File: src/rtl/stopwatch_multi.sv
// Multi-digit MM:SS.hh stopwatch with debounced start/pause and lap/clear
// buttons, lap-freeze display, sticky overflow and registered 7-segment outputs.
module stopwatch_multi #(
    parameter int unsigned CLK_HZ          = 50_000_000,
    parameter int unsigned TICK_HZ         = 100,
    parameter int unsigned NUM_DIGITS      = 4,
    parameter int unsigned DEBOUNCE_CYCLES = 500_000,
    parameter bit          SEG_ACTIVE_LOW  = 1'b1
) (
    input  logic                    clk_50Mhz,
    input  logic                    reset,
    input  logic                    start_pause,
    input  logic                    lap_clear,
    output logic [7*NUM_DIGITS-1:0] hex,
    output logic                    running,
    output logic                    lap_hold,
    output logic                    overflow
);

    localparam int unsigned CLK_DIV = CLK_HZ / TICK_HZ;
    localparam int unsigned PS_W    = (CLK_DIV > 1) ? $clog2(CLK_DIV) : 1;
    localparam int unsigned DB_W    = $clog2(DEBOUNCE_CYCLES + 1);
    localparam int unsigned HEX_W   = 7 * NUM_DIGITS;

    localparam logic [6:0]       SEG_ZERO = SEG_ACTIVE_LOW ? 7'h40 : 7'h3F;
    localparam logic [HEX_W-1:0] HEX_RST  = {NUM_DIGITS{SEG_ZERO}};

    typedef enum logic [1:0] {
        S_IDLE  = 2'd0,
        S_RUN   = 2'd1,
        S_PAUSE = 2'd2
    } state_e;

    // Segment pattern for one BCD digit, in output polarity
    function automatic logic [6:0] seg_decode(input logic [3:0] d);
        logic [6:0] p;
        case (d)
            4'd0:    p = 7'h3F;
            4'd1:    p = 7'h06;
            4'd2:    p = 7'h5B;
            4'd3:    p = 7'h4F;
            4'd4:    p = 7'h66;
            4'd5:    p = 7'h6D;
            4'd6:    p = 7'h7D;
            4'd7:    p = 7'h07;
            4'd8:    p = 7'h7F;
            4'd9:    p = 7'h6F;
            default: p = 7'h00;
        endcase
        return SEG_ACTIVE_LOW ? ~p : p;
    endfunction

    // Largest value of a digit: tens-of-seconds and tens-of-minutes are base 6
    function automatic logic [3:0] digit_max(input int unsigned idx);
        return (idx == 3 || idx == 5) ? 4'd5 : 4'd9;
    endfunction

    // ---------------- button path (bit 0 = start_pause, bit 1 = lap_clear)
    logic [1:0]           btn_raw;
    logic [1:0]           meta_q, meta_d;
    logic [1:0]           sync_q, sync_d;
    logic [1:0]           deb_q, deb_d;
    logic [1:0]           pulse_q, pulse_d;
    logic [1:0][DB_W-1:0] dbc_q, dbc_d;

    assign btn_raw = {lap_clear, start_pause};

    // Synchronise, debounce and detect the debounced press edge
    always_comb begin
        meta_d  = btn_raw;
        sync_d  = meta_q;
        deb_d   = deb_q;
        dbc_d   = '0;
        pulse_d = '0;
        for (int unsigned b = 0; b < 2; b++) begin
            if (sync_q[b] != deb_q[b]) begin
                if (dbc_q[b] == DB_W'(DEBOUNCE_CYCLES - 1)) begin
                    deb_d[b] = sync_q[b];
                end else begin
                    dbc_d[b] = dbc_q[b] + DB_W'(1);
                end
            end
            pulse_d[b] = deb_q[b] & ~deb_d[b];
        end
    end

    // Button path registers; released buttons read as 1
    always_ff @(posedge clk_50Mhz or negedge reset) begin
        if (!reset) begin
            meta_q  <= 2'b11;
            sync_q  <= 2'b11;
            deb_q   <= 2'b11;
            dbc_q   <= '0;
            pulse_q <= '0;
        end else begin
            meta_q  <= meta_d;
            sync_q  <= sync_d;
            deb_q   <= deb_d;
            dbc_q   <= dbc_d;
            pulse_q <= pulse_d;
        end
    end

    logic sp_c, lc_c;
    assign sp_c = pulse_q[0];
    assign lc_c = pulse_q[1] & ~pulse_q[0];

    // ---------------- control FSM
    state_e state_q, state_d;
    logic   lap_hold_q, lap_hold_d;
    logic   running_q, running_d;
    logic   clear_c;

    // Next state, lap toggle and clear request from the press pulses
    always_comb begin
        state_d    = state_q;
        lap_hold_d = lap_hold_q;
        clear_c    = 1'b0;
        case (state_q)
            S_IDLE: begin
                if (sp_c)      state_d = S_RUN;
                else if (lc_c) clear_c = 1'b1;
            end
            S_RUN: begin
                if (sp_c)      state_d    = S_PAUSE;
                else if (lc_c) lap_hold_d = ~lap_hold_q;
            end
            S_PAUSE: begin
                if (sp_c) begin
                    state_d = S_RUN;
                end else if (lc_c) begin
                    clear_c = 1'b1;
                    state_d = S_IDLE;
                end
            end
            default: state_d = S_IDLE;
        endcase
        if (clear_c) lap_hold_d = 1'b0;
        running_d = (state_d == S_RUN);
    end

    // ---------------- time base, digit counter and display
    logic [PS_W-1:0]            presc_q, presc_d;
    logic [NUM_DIGITS-1:0][3:0] count_q, count_d;
    logic                       overflow_q, overflow_d;
    logic [HEX_W-1:0]           hex_q, hex_d;
    logic                       tick_c;

    assign tick_c = (state_q == S_RUN) && (presc_q == PS_W'(CLK_DIV - 1));

    // Prescaler, ripple-carry digit chain, overflow and lap-aware display load
    always_comb begin
        logic carry;
        presc_d = presc_q;
        if (state_q == S_RUN) begin
            presc_d = tick_c ? '0 : presc_q + PS_W'(1);
        end

        count_d = count_q;
        carry   = tick_c;
        for (int unsigned i = 0; i < NUM_DIGITS; i++) begin
            if (carry) begin
                if (count_q[i] == digit_max(i)) begin
                    count_d[i] = 4'd0;
                end else begin
                    count_d[i] = count_q[i] + 4'd1;
                    carry      = 1'b0;
                end
            end
        end
        overflow_d = overflow_q | carry;

        hex_d = hex_q;
        if (!lap_hold_q) begin
            for (int unsigned i = 0; i < NUM_DIGITS; i++) begin
                hex_d[7*i +: 7] = seg_decode(count_q[i]);
            end
        end

        if (clear_c) begin
            presc_d    = '0;
            count_d    = '0;
            overflow_d = 1'b0;
        end
    end

    // State, counter and output registers
    always_ff @(posedge clk_50Mhz or negedge reset) begin
        if (!reset) begin
            state_q    <= S_IDLE;
            lap_hold_q <= 1'b0;
            running_q  <= 1'b0;
            presc_q    <= '0;
            count_q    <= '0;
            overflow_q <= 1'b0;
            hex_q      <= HEX_RST;
        end else begin
            state_q    <= state_d;
            lap_hold_q <= lap_hold_d;
            running_q  <= running_d;
            presc_q    <= presc_d;
            count_q    <= count_d;
            overflow_q <= overflow_d;
            hex_q      <= hex_d;
        end
    end

    assign hex      = hex_q;
    assign running  = running_q;
    assign lap_hold = lap_hold_q;
    assign overflow = overflow_q;

endmodule

File: config.mk
export PLATFORM = sky130hd
export DESIGN_NAME = stopwatch_multi
export DESIGN_NICKNAME = d
export VERILOG_FILES = /design/src/rtl/stopwatch_multi.sv
export SDC_FILE = /design/constraint.sdc
export NUM_CORES = 1
export LEC_CHECK = 0
export ABC_AREA = 1
export CORE_MARGIN = 3
export CORE_UTILIZATION = 50
export CTS_BUF_LIST = sky130_fd_sc_hd__clkbuf_8 sky130_fd_sc_hd__clkbuf_16
export CTS_CLUSTER_SIZE = 24
export DETAILED_ROUTE_END_ITERATION = 10
export GPL_TIMING_DRIVEN = 0
export HOLD_SLACK_MARGIN = 0.03
export PLACE_DENSITY = 0.69
export SETUP_SLACK_MARGIN = 0.2
export SLEW_MARGIN = 0
export SYNTH_ARGS = -nofsm -noshare
export SYNTH_HDL_FRONTEND = slang
export SYNTH_SLANG_ARGS = --single-unit
export TNS_END_PERCENT = 30
File: constraint.sdc
create_clock -name clk_50Mhz -period 2.8 [get_ports clk_50Mhz]
set_clock_uncertainty 0.1 [all_clocks]
set_input_delay 0.56 -clock clk_50Mhz [delete_from_list [all_inputs] [get_ports clk_50Mhz]]
set_output_delay 0.56 -clock clk_50Mhz [all_outputs]
set_load 0.1 [all_outputs]
## After elaboration in Yosys (flattened, before gate mapping)

Memories as Yosys holds them, arrays and structs flattened.
Index checks and enable logic that the tools add are counted.
W data, S select, Z words.

- $add $sub $neg: 7
- Equality and inequality tests: 13
- Mux-type cells: 45
- Bitwise gates (word level): 12
- Reductions and logical operators: 10

Operator list:

| operator | number |
|---|---|
| $mux W19 | 7 |
| $add A19 B1 Y19 const B | 3 |
| $eq A19 B19 Y1 const B | 3 |
| $mux W4 | 8 |
| $mux W7 | 4 |
| $not A7 Y7 | 4 |
| $mux W1 | 20 |
| $add A4 B1 Y4 const B | 4 |
| $mux W16 | 1 |
| $eq A4 B4 Y1 const B | 3 |
| $reduce_bool A2 Y1 | 6 |
| $mux W2 | 4 |
| $pmux W2 S3 | 1 |
| $eq A2 B1 Y1 const B | 2 |
| $eq A4 B3 Y1 const B | 1 |
| $not A1 Y1 | 4 |
| $and A1 B1 Y1 | 3 |
| $reduce_and A3 Y1 | 1 |
| $eq A2 B2 Y1 const B | 1 |
| $logic_not A2 Y1 | 1 |
| $ne A1 B1 Y1 | 2 |
| $ne A2 B1 Y1 const B | 1 |
| $reduce_or A2 Y1 | 1 |
| $logic_and A1 B1 Y1 | 1 |
| $or A1 B1 Y1 | 1 |

- Register bits after elaboration: 114
- ROM bits: 448
- Bits of input ports: 4
- Output and inout bits: 31
- Logic and storage cells: 107
- Memories kept: 4

Memories:

| memory | words | width | rd ports | clocked after memory_dff | write ports | line | RTL |
|---|---|---|---|---|---|---|---|
| (no name shown) | 16 | 7 | 1 | 0 | 0 | 37 | `case (d)` |
| (no name shown) | 16 | 7 | 1 | 0 | 0 | 37 |  |
| (no name shown) | 16 | 7 | 1 | 0 | 0 | 37 |  |
| (no name shown) | 16 | 7 | 1 | 0 | 0 | 37 |  |

## Depth between registers and ports, before layout

Gate-level depths: netlist of the first run.

- Word-level depth: 8
- Gate-level depth with buffers: 10
- Depth with buffers taken out: 10

## Worst setup path after synthesis of the first run

No wires, ideal clock.

- Kind: flip-flop to flip-flop
- Start: register lap_hold_q (netlist: lap_hold)
- End: register lap_hold_q (netlist: lap_hold)
- Setup time: 137 ps
- Arrival: 1654 ps
- Required time: 2563 ps
- Slack: 909 ps
- Cell stages (with the launch flop): 6
- Path buffers: 2
- Period minus slack after synthesis: 1891 ps
- Cell sequence: dfrtp_1 > clkbuf_1 > inv_1 > clkbuf_1 > nand3_1 > o21ai_0

- Longest elaborated chain between the ends: 5

RTL lines:

| element | line | RTL |
|---|---|---|
| from (decl) | 110 | `logic lap_hold_q, lap_hold_d;` |
| from (signal assigned) | 199 | `lap_hold_q <= lap_hold_d;` |
| $not A1 Y1 | 126 | `else if (lc_c) lap_hold_d = ~lap_hold_q;` |
| $mux W1 | 126 |  |
| $mux W1 | 125 | `if (sp_c) state_d = S_PAUSE;` |
| $mux W1 | 119 | `case (state_q)` |
| $mux W1 | 138 | `if (clear_c) lap_hold_d = 1'b0;` |

No other way between the ends. The select of a mux whose other input is x is not followed.
A chain may end at the register's enable or synchronous reset.

## Worst setup path in the final report of the first run

- Start: register overflow_q (netlist: overflow)
- End: output port overflow

RTL lines:

| element | line | RTL |
|---|---|---|
| from (decl) | 145 | `logic overflow_q, overflow_d;` |
| from (signal assigned) | 203 | `overflow_q <= overflow_d;` |
| to (decl) | 17 | `output logic overflow` |

No word-level cell between the ends.

==> impl_metrics.yaml, run 1 <==
cts:
  clockRootBuffer: "clkbuf_16"
  cts_tree: "built"
  clock_latency_ns: 0.41
  cts_buffer_depth: 2
  numClockSinks: 114
  cts_inserted_buffers: 17
  postCtsSetupBuffers: 0
  h-tree-depth: 4
  clk_pin_slew_ns: 0.05
final_layout:
  drive_gt1_share_pct: 11.1
  n_antenna_cell: 0
  area_growth_pct: 18.2
  final_common_cell: "nand2_1"
  fin_util_pct: 60.9
  most-common-layout-cells: "nand2_1, nor2_1, dfrtp_1, inv_1, nand3_1"
  fin_cells: 1027
  final_nets: 869
worst_setup_path:
  max_stage_delay_ns: 1.14
  path_delay_family: "buffers and inverters"
  critPathCaptureType: "output port"
  path_buf_inv: 1
  arrival_ns: 1.92
  crit_required_ns: 2.14
  cp_cell_sequence: "clkdlybuf4s50_1"
  timing.critical_path.slowest_stage_cell: "clkdlybuf4s50_1"
  r2r_cells: 6
  path_class: "reg2out"
  crit_path_start_kind: "flop"
  path_max_fanout: 2
  path_depth: 1
synthesis:
  yosys_warnings: 0
  synthDistinctLibCells: 39
  synth_edf_count: 0
  synthArstFlopShare_pct: 100
  ys.flop_type: "dfrtp_1"
  syn_area_per_cell_um2: 7.85
  syn-instance-count: 792
  synth.ff_latch_count: 114
  mappedNetlistArea_um2: 6220
  synth.yosys.seq_area_share_pct: 46.1
  syn-num-nets: 815
drt:
  drc: 0
  wl_per_cell_um: 13.0
  ant_nets: 0
  first_iter_violations: 317
  drtPass1Iterations: 5
  routed_via_density: 5.20
  routed_wl_um: 13400
  num_vias: 5345
power:
  finalPower_mw: 3.71
  p_per_area_nw_per_um2: 504
  vdd_drop_max_v: 0.000324
  p_leak_nw: 3.36
timing:
  rsz0062_at_grt: "yes"
  fmax_mhz: 387
  holdWs_ns: 0.0652
  fin_crit_sh_pct: 92.3
  hold_violations: 0
  slew-limit-headroom_pct: 32.8
  final.min_clock_period_ns: 2.58
  timing.final.max_slew_violations: 0
  tns_ns: 0
  finalSetupViolations: 0
  tightest_slew_ns: 1.01
grt:
  grt_antenna_before_repair: 0
  grt_overflow: 0
  grt_pass1_vias: 5144
  grt_max_degree: 68
  track_usage_pct: 20.6
  grt_pass1_wl_um: 23600
die:
  die_x_um: 118
  dieHeight_um: 118
  start_util_pct: 51.5
  top_level_ports: 35
  core_um2: 12100
  core.rowCount: 40
  die_area_um2: 13800
run_status:
  status: "completed"
run:
  drv_cap: 0
placement:
  gp_congestion: 0.909
  io_buffer_count: 34
  dpl.cell_count: 995
  dp_hpwl_um: 9770
hold_path:
  min_path_type: "in2async"
worst register-to-register path, delay by kind of cell, from the launching register on:
| family | cells | cell delay (ns) |
|---|---|---|
| and+or+nand+nor | 5 | 0.88 |
| adders and majority gates | 1 | 0.34 |
| DFF | 1 | 0.43 |
synthesized netlist by cell type (5+ instances only):
master | number | area, um^2
a21oi_1 | 43 | 215
clkbuf_1 | 5 | 18.8
dfrtp_1 | 104 | 2600
dfstp_2 | 10 | 263
ha_1 | 19 | 238
inv_1 | 86 | 323
inv_2 | 11 | 41.3
nand2_1 | 151 | 567
nand2_2 | 8 | 50.1
nand3_1 | 67 | 335
nand4_1 | 32 | 200
nor2_1 | 129 | 484
nor2_2 | 12 | 75.1
nor3_1 | 18 | 90.1
o211ai_1 | 6 | 45.0
o21ai_0 | 17 | 85.1
o21ai_1 | 12 | 60.1
xor2_1 | 20 | 175
power breakdown:
group	internal, mW	switching [mW]
clock	1.24	0.724
sequential	1.66	0.00794
combinational	0.0161	0.0506
final timing paths:
kind | slack (ns) | start | end
max | 0.22 | overflow | overflow
min | 0.07 | reset | hex[1]
max reg2reg | 0.92 | dbc_q[0] | dbc_q[18]
min reg2reg | 0.25 | meta_q[0] | sync_q[0]
max in group asynchronous | 1.77 | reset | deb_q[1]
min in group clk_50Mhz | 0.25 | meta_q[0] | sync_q[0]
logic make-up after synthesis:
family	after synthesis	synth area share, %
xor gates and xnor gates	22	3.10
AOI/OAI and AO/OA	90	7.89
and+or+nand+nor	439	32.2
DFF	114	46.1
buffers and inverters	108	6.86
adders and majority gates	19	3.82
final cells by class:
type | instances | area [um^2]
buffer | 10 | 57.6
clock buffer | 19 | 453
clock inverter | 13 | 96.3
fill | 1100 | 4710
inverter | 98 | 369
multi-input combinational | 570 | 2930
sequential | 114 | 2870
tap | 168 | 210
timing repair buffer | 35 | 373
registers in the layout, indices dropped and copies added, names as in the netlist, 16 cells and up:
name	flops
dbc_q	38
count_q	16
hex	28
presc_q	19
metal layers:
| metal | vias up | global-route usage [%] | share of wire [%] |
|---|---|---|---|
| li1 | 2690 | - | - |
| met1 | 2543 | 27.1 | 47 |
| met2 | 99 | 33.5 | 48 |
| met3 | 13 | 4.42 | 3.5 |
| met4 | 0 | 8.13 | 1.5 |
| met5 | - | 0 | 0 |
per-stage QoR:
stage / setup WS, ns / instance area (um^2)
floorplan: 0.909 / 6220
global placement: -3.27 / 6770
detailed placement: 0.499 / 6790
CTS: 0.0593 / 7340
global route: 0.179 / 7350
finish: 0.216 / 7350
timing repair:
item / 4_1_cts / 5_1_grt
hold buffers: 0 / 0
endpoints found under the setup margin: 7 / 16
gates resized for setup: 2 / 4
pin swaps: 0 / 0
(Power assumes the default switching activity.)
==> run 2: changes to the inputs <==
- CORE_UTILIZATION: 50 -> 48
- PLACE_DENSITY: 0.69 -> 0.62
==> run 2 against run 1 <==
  * Fmax down 1.3%
  * Worst hold slack better by 0.19 ns
  * Register-to-register slack about the same
  * First-iteration DRC count up 11%
  * Design area up 1.5%
  * Clock-buffer cell count up 1
  * Critical path type unchanged
  * Critical endpoint is now hex[24]
  * Largest power group unchanged
==> impl_metrics.yaml, run 2 (synthesized netlist as in run 1, its figures left out) <==
worst_setup_path:
  critPathLaunch: "hex[24]"
  arrival_ns: 1.96
  r2r_setup_slack_ns: 0.91
  crit_required_ns: 2.14
  timing.critical_path.slowest_stage_cell: "clkdlybuf4s50_1"
  max_stage_delay_ns: 1.15
  r2r_cells: 6
  path_buf_inv: 1
  cp_cell_sequence: "clkdlybuf4s50_1"
  path_max_fanout: 2
  critPathCaptureType: "output port"
  path_delay_family: "buffers and inverters"
  path_class: "reg2out"
  r2r-end: "dbc_q[18]"
  r2r_start: "dbc_q[0]"
  crit_path_start_kind: "flop"
final_layout:
  multi_input_area_um2: 2930
  most-common-layout-cells: "nand2_1, nor2_1, dfrtp_1, inv_1, nand3_1"
  area_growth_pct: 19.9
  drive_gt1_share_pct: 11.4
  fin_cells: 1028
  register_area_um2: 2870
  final_common_cell: "nand2_1"
  final_nets: 870
  regMostFlops: "dbc_q"
  largest_reg_flops: 38
  postLayoutCellArea_um2: 7460
  fillCellCount: 1113
  n_antenna_cell: 0
grt:
  track_usage_pct: 20.4
  grt_pass1_wl_um: 23800
  grt_antenna_before_repair: 0
  grt.met1_usage_pct: 26.5
  grtUsageMet2_pct: 33.4
  grt_max_degree: 59
  grt_overflow: 0
  use_met3_pct: 5.23
  grt_pass1_vias: 5207
  busiest_layer: "met2"
timing:
  hold_violations: 0
  timing.final.max_slew_violations: 0
  tightest_slew_ns: 0.976
  final.min_clock_period_ns: 2.62
  slew-limit-headroom_pct: 34.7
  fmax_mhz: 382
  fin_crit_sh_pct: 93.5
  rsz0062_at_grt: "yes"
  finalSetupViolations: 0
drt:
  routed_via_density: 5.26
  num_vias: 5403
  drtPass1Iterations: 5
  ant_nets: 0
  wl_per_cell_um: 13.4
  first_iter_violations: 353
  drc: 0
  routed_wl_um: 13800
cts:
  clock_latency_ns: 0.42
  h-tree-depth: 4
  clk_pin_slew_ns: 0.05
  numClockSinks: 114
  postCtsSetupBuffers: 0
  cts_buffer_depth: 2
  clockRootBuffer: "clkbuf_16"
  cts_tree: "built"
  cts_inserted_buffers: 17
power:
  p_per_area_nw_per_um2: 545
  vdd_drop_max_v: 0.000388
  p_leak_nw: 3.36
placement:
  dpl.cell_count: 995
  place_area_um2: 6800
  gp_congestion: 0.918
  io_buffer_count: 34
  dp_hpwl_um: 10000
hold_path:
  min_path_type: "reg2reg"
  holdPathEnd: "sync_q[1]"
  holdPathStages: 0
  min_from: "meta_q[1]"
run:
  drv_cap: 0
die:
  dieHeight_um: 120
  core_um2: 12300
  top_level_ports: 35
  die_area_um2: 14400
  start_util_pct: 50.5
  die_x_um: 120
  core.rowCount: 40
run_status:
  status: "completed"
-- run 2: cell types whose count changed in the layout (fill, tap and decap cells not counted), sizes merged --
cell / before / now
clkinv: 9 / 2
clkinvlp: 1 / 6
bufinv: 1 / 4
inv: 100 / 98
clkbuf: 24 / 25
clkdlybuf4s50: 27 / 28
dlygate4sd3: 0 / 1
dlymetal6s2s: 4 / 3
-- run 2: report_power, final --
part	switching [mW]	internal [mW]	leakage (nW)	total (mW)
combinational	0.0512	0.0177	1.51	0.0688
clock	0.767	1.56	0.297	2.32
sequential	0.00828	1.66	1.55	1.67
total	0.826	3.24	3.36	4.06
-- run 2: cell type report --
cell class | count | area share [%]
Timing Repair Buffer | 36 | 5.15
Clock buffer | 20 | 6.26
Tap cell | 168 | 2.82
Multi-Input combinational cell | 570 | 39.2
Buffer | 10 | 0.772
Inverter | 98 | 4.95
Sequential cell | 114 | 38.4
Clock inverter | 12 | 2.40
-- run 2: worst max-delay path by stage --
stage                     slack [ns]  depth (start not counted)  endpoint
after CTS                       0.06                          1   hex[13]
after global placement         -3.33                          1  dbc_q[0]
after detailed placement        0.49                          1   hex[27]
after global routing            0.15                          1   hex[24]
after floorplan                 0.91                          5  lap_hold
final                           0.18                          1   hex[24]
-- run 2: timing repair --
action | CTS | global route
setup endpoints to repair | 7 | 13
gates cloned | 0 | 0
hold buffers | 1 | 0
gates resized for setup | 2 | 3
hold endpoints to repair | 13 | 0
-- run 2: per-stage QoR --
stage	hold WS, ns	setup TNS [ns]	total power [mW]	setup WS [ns]	utilization [%]
after floorplan	0.164	0	1.72	0.909	-
after global placement	0.246	-364.29	1.76	-3.33	55.0
after detailed placement	0.247	0	1.77	0.490	55.2
after CTS	0.255	0	4.10	0.0604	60.5
after global routing	0.262	0	4.19	0.155	60.6
final	0.254	0	4.06	0.182	60.6
-- run 2: metal layers --
metal  wire, um  vias up
li1           -     2701
met1       6280     2566
met2       6660      118
met3        682       18
met4        161        0
met5          0        -
